## src/rtl/sound_sequencer.sv

```systemverilog
// sound_sequencer: arbitrates five sound requesters onto one note output,
// playing fixed ROM sequences with cycle-counted note and gap timing.
module sound_sequencer #(
  parameter int unsigned NOTE_CYCLES = 5000000,
  parameter int unsigned GAP_CYCLES  = 500000
) (
  input  logic       clk,
  input  logic       resetN,
  input  logic       reqStart,
  input  logic       reqEnd,
  input  logic       reqHit,
  input  logic       reqLrrr,
  input  logic       reqShot,
  input  logic       mute,
  output logic [3:0] sndOut,
  output logic       busy,
  output logic [2:0] curId
);

  typedef enum logic [1:0] {
    IDLE,
    NOTE,
    GAP
  } state_t;

  state_t      state, state_nx;
  logic [2:0]  id_q, id_nx;
  logic [2:0]  idx_q, idx_nx;
  logic [31:0] cnt_q, cnt_nx;
  logic [5:1]  pend_q, pend_nx;
  logic [5:1]  req, req_m, cand;
  logic [2:0]  win, end_win;
  logic        note_done, gap_done, seq_end;

  function automatic logic [2:0] top(input logic [5:1] v);
    top = 3'd0;
    for (int i = 5; i >= 1; i--)
      if (v[i]) top = 3'(i);
  endfunction

  function automatic logic [5:1] onehot(input logic [2:0] id);
    onehot = '0;
    for (int i = 1; i <= 5; i++)
      if (id == 3'(i)) onehot[i] = 1'b1;
  endfunction

  function automatic logic [2:0] last(input logic [2:0] id);
    case (id)
      3'd1, 3'd2: last = 3'd7;
      3'd3:       last = 3'd2;
      3'd4:       last = 3'd3;
      3'd5:       last = 3'd1;
      default:    last = 3'd0;
    endcase
  endfunction

  // Each sequence packed as nibbles, note 0 in the low nibble.
  function automatic logic [3:0] rom(
    input logic [2:0] id,
    input logic [2:0] idx
  );
    logic [31:0] s;
    case (id)
      3'd1:    s = 32'h7599_3277;
      3'd2:    s = 32'h1112_3579;
      3'd3:    s = 32'h0000_0BCD;
      3'd4:    s = 32'h0000_FEFE;
      3'd5:    s = 32'h0000_00AB;
      default: s = 32'h0;
    endcase
    rom = s[{idx, 2'b00} +: 4];
  endfunction

  assign req = {reqShot, reqLrrr, reqHit, reqEnd, reqStart};
  // A request for the sequence already playing is ignored outright.
  assign req_m     = req & ~onehot(id_q);
  assign cand      = pend_q | req_m;
  assign win       = top(req_m);
  assign end_win   = top(cand);
  assign note_done = (state == NOTE) && (cnt_q == NOTE_CYCLES - 1);
  assign gap_done  = (state == GAP) && (cnt_q == GAP_CYCLES - 1);
  assign seq_end   = gap_done && (idx_q == last(id_q));

  always_comb begin
    state_nx = state;
    id_nx    = id_q;
    idx_nx   = idx_q;
    cnt_nx   = cnt_q + 32'd1;
    pend_nx  = pend_q;
    if (state == IDLE) begin
      cnt_nx = '0;
      if (win != 3'd0) begin
        state_nx = NOTE;
        id_nx    = win;
        idx_nx   = '0;
        pend_nx  = pend_q | (req_m & ~onehot(win));
      end
    end else if (seq_end) begin
      cnt_nx   = '0;
      idx_nx   = '0;
      id_nx    = end_win;
      pend_nx  = cand & ~onehot(end_win);
      state_nx = (end_win != 3'd0) ? NOTE : IDLE;
    end else if (win != 3'd0 && win < id_q) begin
      state_nx = NOTE;
      id_nx    = win;
      idx_nx   = '0;
      cnt_nx   = '0;
      pend_nx  = pend_q | (req_m & ~onehot(win));
    end else begin
      pend_nx = pend_q | req_m;
      if (note_done) begin
        state_nx = GAP;
        cnt_nx   = '0;
      end else if (gap_done) begin
        state_nx = NOTE;
        cnt_nx   = '0;
        idx_nx   = idx_q + 3'd1;
      end
    end
  end

  always_ff @(posedge clk or negedge resetN) begin
    if (!resetN) begin
      state  <= IDLE;
      id_q   <= '0;
      idx_q  <= '0;
      cnt_q  <= '0;
      pend_q <= '0;
    end else begin
      state  <= state_nx;
      id_q   <= id_nx;
      idx_q  <= idx_nx;
      cnt_q  <= cnt_nx;
      pend_q <= pend_nx;
    end
  end

  assign busy   = (state != IDLE);
  assign curId  = id_q;
  assign sndOut = (state == NOTE && !mute) ? rom(id_q, idx_q) : 4'd0;

endmodule

```

## config.mk

```make
export PLATFORM = sky130hd
export DESIGN_NAME = sound_sequencer
export DESIGN_NICKNAME = d
export VERILOG_FILES = /design/src/rtl/sound_sequencer.sv
export SDC_FILE = /design/constraint.sdc
export NUM_CORES = 1
export LEC_CHECK = 0
export CAP_MARGIN = 30
export CORE_ASPECT_RATIO = 0.8
export CORE_MARGIN = 3
export CORE_UTILIZATION = 45
export DETAILED_ROUTE_END_ITERATION = 12
export GPL_TIMING_DRIVEN = 0
export PLACE_DENSITY = 0.65
export SLEW_MARGIN = 40
export SYNTH_ARGS = -nofsm -noshare
export SYNTH_HDL_FRONTEND = slang
export SYNTH_SLANG_ARGS = --single-unit
```

## constraint.sdc

```tcl
create_clock -name clk -period 2.75 [get_ports clk]
set_clock_uncertainty 0.05 [all_clocks]
set_input_delay 0.55 -clock clk [delete_from_list [all_inputs] [get_ports clk]]
set_output_delay 0.55 -clock clk [all_outputs]
set_load 0.05 [all_outputs]
```

==> results_dict.tcl, run 1 <==
set metrics [dict create \
    timing.critical_path.required_ps 2920 \
    vias 2787 \
    finalHoldViolCount 0 \
    antenna_left 0 \
    slew-limit-headroom_pct 51.5 \
    place.gp.congestion 0.897 \
    synthArstFlopShare_pct 100 \
    tightest_slew_ps 725 \
    die_h_um 78.9 \
    n_fill_cell 530 \
    place.port_buffers 13 \
    wl_per_cell_um 16.6 \
    synth_top_area_cell "dfrtp_1" \
    dieArea_mm2 0.00767 \
    grtUsageMet1_pct 34.3 \
    insertion_delay_ps 300 \
    max_cap_violations 0 \
    max_freq_mhz 345 \
    syn2layout_area_growth_pct 25.6 \
    die_w_um 97.2 \
    power_mw 3.44 \
    cp-end-kind "register" \
    synth_top_area_share_pct 37.6 \
    final_nets 408 \
    drt_iter0_markers 193 \
    synth_nets 370 \
    synthFlopType "dfrtp_1" \
    dp_slack_ps -783 \
    violations "negative setup slack" \
    yosysMostFrequentCell "nor2_1" \
    drive_gt1_share_pct 23.2 \
    synth_edf_count 0 \
    synth_area_mm2 0.00299 \
    reg2reg_from "curId[0]$_DFFE_PN0P_" \
    track_usage_pct 20.7 \
    layout_min_cycle_time_ps 2900 \
    clkSlewWorstSetupHoldPaths_ps 80 \
    instances_no_fill 478 \
    cts_tree "yes" \
    start_kind "register" \
    synth_common_cells "59 x nor2_1, 45 x dfrtp_1, 29 x nand2_1, 16 x a21oi_1, 16 x xnor2_1" \
    worstPathArrival_ps 3080 \
    outcome "finished with violations" \
    fin_crit_sh_pct 106 \
    cts-root-buf "clkbuf_8" \
    yosys_warnings 0 \
    synth_cell_type_count 56 \
    finalSetupViolations 29 \
    cts_inserted_buffers 5 \
    path_max_fanout 10 \
    via_per_inst 5.83 \
    postSynthAreaPerCell_um2 8.36 \
    dr.pass1.iters 5 \
    powerDensity_mw_per_mm2 916 \
    clock_path_buffers 2 \
    startpoint "curId[0]$_DFFE_PN0P_" \
    cts_hold_buffers 0 \
    antenna_found_initial 0 \
    io_pins 16 \
    slew_violations 0 \
    top_usage_layer "met1" \
    dp_hpwl_um 5520 \
    drcViolationCount 0 \
    core_region_area_mm2 0.00616 \
    use_met3_pct 3.51 \
    seq_area_frac_synth_pct 37.6 \
    grt_pass1_wl_um 12900 \
    synth_seq_cells 45 \
    grt_pass1_vias 2468 \
    gr-usage-met2_pct 27.4 \
    routed_wirelength_um 7920 \
    grt_setup_unrepaired "true" \
    initial_utilization_pct 48.6 \
    worstSetupPathType "register to register" \
    synth.top_cells.by_area "dfrtp_1 38%, nor2_1 7.4%, xnor2_1 4.7%" \
    ir_drop_mv 0.475 \
    min_path_type "primary input to async pin" \
    cts_max_level 2 \
    row_count 25 \
    netlist_instances 358 \
    diodes 0 \
    grt_max_degree 30 \
    post-place-cells 453 \
    fin_ws_ps -152 \
    power.leakage_nw 1.47 \
    grt.overflow.total 0 \
    cts.sinks 45 \
]
[critical path, stage by stage (launching register included)]
cell and delay (ps):
dfrtp_2 400, buf_6 150, buf_6 150, inv_1 110, nor3_2 200, o21ai_0 90, o211a_1 170, ha_4 290
nand3b_1 90, a21o_4 210, a31oi_4 320, or4b_4 510, o21ai_2 80
[what timing repair did]
item,in CTS,in global routing
buffers inserted,10,8
resized for setup,34,45
gates cloned,2,0
setup endpoints to repair,49,50
pin swaps,5,16
[cell usage in the layout, fill, tap and decap left out, drive strengths merged, types with 7 or more instances in the layout]
cell / count
buf: 32
a21oi: 16
dfrtp: 45
o21ai: 10
nand3: 13
xnor2: 16
clkbuf: 15
xor2: 15
nor4: 8
inv: 11
and3: 8
nor3: 12
nand3b: 7
nor2: 59
nand4: 7
nand2: 29
[layer usage]
metal  routed length [µm]  part of all wire (%)
met5                    0                     0
met2                 3140                    40
met4                   57                  0.72
met3                  420                   5.3
met1                 4300                    54
[cell families after synthesis]
family	share of synthesized area, %
simple gates	31.8
compound gates	14.2
flops	37.6
xor+xnor	9.07
buf+inv	4.18
mux	1.42
fa+ha+maj	1.67
[stage by stage]
step | instance area, µm² | hold WS [ps] | util [%] | setup TNS, ps
detailed placement | 3350 | 383 | 54.3 | -33390
global placement | 3330 | 442 | 54.0 | -41140
finish | 3760 | 57.5 | 61.0 | -1420
CTS | 3570 | 56.1 | 58.0 | -1810
global route | 3760 | 55.0 | 61.0 | -6410
floorplan | 3100 | 204 | - | -525
[area by class of cell]
type                            instances  area [µm²]  area share (%)
Clock buffer                            6        72.6            1.93
Tap cell                               81         101            2.70
Multi-Input combinational cell        284        1960            52.1
Sequential cell                        45        1130            30.1
Timing Repair Buffer                   32         289            7.69
Clock inverter                          2        10.0           0.266
Buffer                                 17         156            4.16
Inverter                               11        41.3            1.10
[state kept, by name, indices dropped and copies added (netlist names)]
name	count
curId	3
idx_q	3
pend_q	5
cnt_q	32
state	2
[worst paths after layout]
| kind | endpoint | slack [ps] | cells past startpoint |
|---|---|---|---|
| min | cnt_q[4]$_DFF_PN0_ | 60 | 1 |
| max | idx_q[2]$_DFFE_PN0P_ | -150 | 12 |
| max in group asynchronous | cnt_q[13]$_DFF_PN0_ | 2170 | 2 |
| max reg2reg | idx_q[2]$_DFFE_PN0P_ | -150 | 12 |
| min reg2reg | cnt_q[0]$_DFF_PN0_ | 450 | 1 |
| min in group clk | cnt_q[0]$_DFF_PN0_ | 450 | 1 |
[power breakdown]
part / internal, mW / leakage, nW / switching [mW]
Sequential: 0.721 / 0.592 / 0.0559
Clock: 0.176 / 0.0450 / 0.219
Combinational: 1.01 / 0.836 / 1.26
Total: 1.91 / 1.47 / 1.54
Note: power is estimated with default switching activity, not from simulation.
==> inputs of run 2 (changes only) <==
Settings changed: MAX_ROUTING_LAYER from default to met4.
==> run 2 against run 1 <==
The run still ends with negative setup slack left. Worst setup slack better by 110 ps. Final cell count down 0.21%. First-iteration DRC count up 32%. Sequential power about the same. Sequential cell count unchanged. Die area unchanged. Via count up 0.14%. Core utilization up 0.37 points. Sequential share of layout area down 0.18 points. Largest power group unchanged.
==> results_dict.tcl, run 2 (synthesized netlist as in run 1, its figures left out) <==
set metrics [dict create \
    place.port_buffers 13 \
    final_common_cell "nor2_1" \
    stdcell_area_mm2 0.00378 \
    die_h_um 78.9 \
    crit_cells 10 \
    layout_min_cycle_time_ps 2790 \
    start_kind "primary input" \
    antenna_found_initial 0 \
    core_region_area_mm2 0.00616 \
    p_comb_share_pct 65.4 \
    layout_common_cells "54 x nor2_1, 42 x dfrtp_1, 26 x nand2_1, 18 x buf_4, 16 x xnor2_1" \
    path_max_fanout 10 \
    io_pins 16 \
    drcViolationCount 0 \
    grt_pass1_wl_um 13300 \
    row_count 25 \
    worstPathArrival_ps 2970 \
    finalHoldViolCount 0 \
    endpoint "idx_q[2]$_DFFE_PN0P_" \
    grt.overflow.total 0 \
    wl_per_cell_um 16.0 \
    dp_slack_ps -780 \
    max_freq_mhz 358 \
    slowest_delay_ps 520 \
    power_mw 3.41 \
    cts_hold_buffers 0 \
    vias 2791 \
    clock_path_buffers 2 \
    hold-worst-slack_ps 58.5 \
    grt_pass1_vias 2591 \
    placed_area_mm2 0.00335 \
    dr.pass1.iters 5 \
    slew-limit-headroom_pct 63.2 \
    cts-root-buf "clkbuf_8" \
    track_usage_pct 21.8 \
    powerDensity_mw_per_mm2 901 \
    power.leakage_nw 1.50 \
    grt_setup_unrepaired "true" \
    cts.sinks 45 \
    cp-end-kind "register" \
    critPathSlowestCell "or3b_2" \
    cts_tree "yes" \
    largest_reg_flops 32 \
    max_cap_violations 0 \
    p_clk_share_pct 11.7 \
    largest-register "cnt_q" \
    initial_utilization_pct 48.6 \
    critPathBufInv 1 \
    diodes 0 \
    via_per_inst 5.85 \
    fin_crit_sh_pct 102 \
    worstRegToRegCells 9 \
    startpoint "reqStart" \
    dieArea_mm2 0.00767 \
    cts_max_level 2 \
    min_path_type "primary input to async pin" \
    worstSetupPathType "primary input to register" \
    dp_hpwl_um 5490 \
    violations "negative setup slack" \
    final_util_pct 61.4 \
    switching_share_pct 44.3 \
    cp_top_family "simple AND/OR/NAND/NOR gates" \
    grt_max_degree 30 \
    path_cells "clkbuf_1 > or3b_2 > o221a_4 > nor2_4 > ha_4 > nand3b_1 > a21o_1 > a31oi_4 > or4b_4 > o21ai_2" \
    outcome "finished with violations" \
    largestRegisters "cnt_q (32), pend_q (5)" \
    slew_violations 0 \
    finalSetupViolations 10 \
    syn2layout_area_growth_pct 26.3 \
    antenna_left 0 \
    tightest_slew_ps 547 \
    routed_wirelength_um 7640 \
    p_sw_mw 1.51 \
    fin_ws_ps -44.2 \
    drt_iter0_markers 255 \
    drive_gt1_share_pct 24.7 \
    r2r_slack_ps -20 \
    die_w_um 97.2 \
    p_int_mw 1.90 \
    seq_power_share_pct 22.9 \
    ir_drop_mv 0.402 \
    timing.critical_path.required_ps 2930 \
    insertion_delay_ps 290 \
    clkSlewWorstSetupHoldPaths_ps 80 \
    final_nets 407 \
    reg2reg_from "curId[1]$_DFFE_PN0P_" \
    r2r_end "idx_q[2]$_DFFE_PN0P_" \
    cts_inserted_buffers 5 \
    place.gp.congestion 0.897 \
]
[run 2: area by class of cell]
class,count,area (µm²)
plain buffers,17,173
clock buffers,6,72.6
clock inverters,2,10.0
fillers,525,2380
inverters,11,41.3
multi-input cells,283,1980
flip-flops and latches,45,1130
well taps,81,101
repair buffers,32,269
[run 2: what timing repair did]
item	4_1_cts	5_1_grt
setup endpoints to repair	49	48
buffers inserted	13	6
pin swaps	6	19
endpoints found under the hold margin	0	0
gates resized for setup	40	47
[run 2: worst min-delay path by stage]
stage,start,cells after the start,end
final,resetN,1,cnt_q[29]$_DFF_PN0_
after global routing,resetN,1,cnt_q[29]$_DFF_PN0_
after CTS,resetN,1,cnt_q[29]$_DFF_PN0_
after detailed placement,resetN,1,cnt_q[29]$_DFF_PN0_
after global placement,cnt_q[0]$_DFF_PN0_,1,cnt_q[0]$_DFF_PN0_
after floorplan,resetN,0,cnt_q[0]$_DFF_PN0_
[run 2: layer usage]
metal	global-route usage, %	vias to the layer above	routed length [µm]
li1	-	1355	-
met1	34.2	1345	4100
met2	29.6	81	3100
met3	3.51	10	384
met4	3.65	0	56
met5	-	-	0
[run 2: stage by stage]
stage	TNS (ps)	std cells
6_report	-160	477
5_1_grt	-4400	477
4_1_cts	-91.2	474
3_5_place_dp	-33120	453
3_3_place_gp	-41090	452
2_1_floorplan	-525	358
[run 2: power by group through the flow]
stage	Combinational (mW)	Sequential, mW	Clock [mW]
after floorplan	1.10	0.855	0
final	2.23	0.780	0.399
after CTS	1.90	0.771	0.409
after global routing	2.41	0.790	0.447
after detailed placement	1.57	0.805	0
after global placement	1.56	0.804	0
==> inputs of run 3 (changes only) <==
Settings changed: PLACE_DENSITY 0.65 to default.
Clock period 2.75 ns to 2.6 ns, I/O delays scaled along.
==> run 3 against run 2 <==
Worst hold slack lost 17 ps. Wire length grew 4.6%. Critical endpoint is now pend_q[5]$_DFFE_PN0P_. Power grew 27%. The flow still finishes with violations (negative setup slack). Final area grew 9.0%. Die area is the same. Largest power group unchanged. First-iteration DRC count shrank 13%. Sequential power grew 6.5%. Critical path depth grew 1. Highest routed layer unchanged.
==> results_dict.tcl, run 3 (synthesized netlist as in run 1, its figures left out) <==
set metrics [dict create \
    reg2reg_from "curId[1]$_DFFE_PN0P_" \
    antenna_found_initial 0 \
    use_met3_pct 3.69 \
    final_common_cell "dfrtp_1" \
    cts.sinks 45 \
    timing.critical_path.required_ps 2720 \
    path_max_fanout 8 \
    violations "negative setup slack" \
    io_pins 16 \
    grt.overflow.total 0 \
    drive_gt1_share_pct 33.8 \
    row_count 25 \
    via_per_inst 5.81 \
    layout_min_cycle_time_ps 2790 \
    wl_per_cell_um 16.4 \
    initial_utilization_pct 48.6 \
    hold-worst-slack_ps 41.8 \
    final_nets 416 \
    dp_hpwl_um 5480 \
    largest-register "cnt_q" \
    vias 2826 \
    largest_reg_flops 32 \
    dr.pass1.iters 5 \
    place.gp.congestion 0.905 \
    largestRegisters "cnt_q (32), pend_q (5)" \
    fin_ws_ps -186 \
    cts_max_level 2 \
    finalSetupViolations 44 \
    fin_crit_sh_pct 107 \
    worstPathArrival_ps 2910 \
    worstSetupPathType "register to register" \
    worstRegToRegCells 11 \
    core_region_area_mm2 0.00616 \
    grtUsageMet1_pct 32.4 \
    power_mw 4.31 \
    diodes 0 \
    drcViolationCount 0 \
    cts_hold_buffers 0 \
    dp_slack_ps -931 \
    grt_max_degree 29 \
    layout_common_cells "42 x dfrtp_1, 29 x nor2_4, 26 x buf_4, 26 x nand2_1, 21 x nor2_1" \
    outcome "finished with violations" \
    gr-usage-met2_pct 29.8 \
    clkSlewWorstSetupHoldPaths_ps 80 \
    routed_wirelength_um 7990 \
    max_cap_violations 0 \
    multiInputGateArea_mm2 0.00217 \
    max_freq_mhz 359 \
    powerDensity_mw_per_mm2 1050 \
    dieArea_mm2 0.00767 \
    slew-limit-headroom_pct 57.0 \
    n_fill_cell 501 \
    top_usage_layer "met1" \
    cts_inserted_buffers 5 \
    setup_tns_ps -6320 \
    cp-end-kind "register" \
    grt_setup_unrepaired "true" \
    place.port_buffers 13 \
    die_w_um 97.2 \
    endpoint "pend_q[5]$_DFFE_PN0P_" \
    grt_pass1_wl_um 12900 \
    ir_drop_mv 0.615 \
    syn2layout_area_growth_pct 37.7 \
    cts-root-buf "clkbuf_8" \
    clock_path_buffers 2 \
    slew_violations 0 \
    ff_latch_area_mm2 0.00113 \
    antenna_left 0 \
    stdcell_area_mm2 0.00412 \
    r2r_end "pend_q[5]$_DFFE_PN0P_" \
    die_h_um 78.9 \
    placed_area_mm2 0.00336 \
    insertion_delay_ps 290 \
    power.leakage_nw 1.53 \
    drt_iter0_markers 222 \
    tightest_slew_ps 644 \
    start_kind "register" \
    track_usage_pct 21.1 \
    grt_pass1_vias 2551 \
    r2r_slack_ps -190 \
    startpoint "curId[1]$_DFFE_PN0P_" \
    cts_tree "yes" \
    min_path_type "primary input to async pin" \
    finalHoldViolCount 0 \
]
run 3: changes by cell type in the layout (fill, tap and decap cells not counted), moves of 3 or more:
cell / delta
nor2_2: +5
buf_4: +8
buf_6: -5
nor2_4: +28
clkbuf_16: +3
nor2_1: -33
run 3: critical path, cell delays in order, from the launching register on:
cell and delay (ps):
dfrtp_2 450, or4b_4 500, o221a_4 310, nor2_4 110, ha_4 220, nand2_2 60, a21oi_2 30, a21oi_2 180
a31oi_4 180, buf_6 190, o41ai_2 260, mux2i_1 110
run 3: cell type report:
class	instances	area share, %
tap	81	2.46
multi-input combinational	283	52.7
sequential	45	27.4
inverter	11	1.00
clock buffer	8	2.19
timing repair buffer	41	9.59
buffer	17	4.61
run 3: worst min-delay path by stage:
stage	slack, ps	cells past startpoint	endpoint	from
3_5_place_dp	360	1	idx_q[2]$_DFFE_PN0P_	resetN
2_1_floorplan	170	0	cnt_q[0]$_DFF_PN0_	resetN
4_1_cts	40	1	cnt_q[5]$_DFF_PN0_	resetN
6_report	40	1	idx_q[2]$_DFFE_PN0P_	resetN
3_3_place_gp	470	1	cnt_q[0]$_DFF_PN0_	cnt_q[0]$_DFF_PN0_
5_1_grt	40	1	cnt_q[4]$_DFF_PN0_	resetN
run 3: layer usage:
layer,up-vias,wire [µm]
met5,-,0
met4,0,21
met3,2,439
met2,80,3440
met1,1361,4090
li1,1383,-
run 3: metrics by stage:
step,utilization (%),instances
5_1_grt,66.9,486
2_1_floorplan,-,358
6_report,66.9,486
3_5_place_dp,54.6,453
4_1_cts,59.2,476
3_3_place_gp,54.3,452
run 3: repair_timing:
| item | in CTS | in global routing |
|---|---|---|
| endpoints found under the setup margin | 49 | 50 |
| gates cloned | 0 | 3 |
| pin swaps | 7 | 43 |
| resized for setup | 49 | 91 |
| buffers inserted | 15 | 9 |
run 3: power breakdown:
group	switching, mW	total, mW	internal (mW)	leakage [nW]
Clock	0.226	0.443	0.217	0.0455
Sequential	0.0686	0.831	0.763	0.592
Combinational	1.63	3.04	1.41	0.895
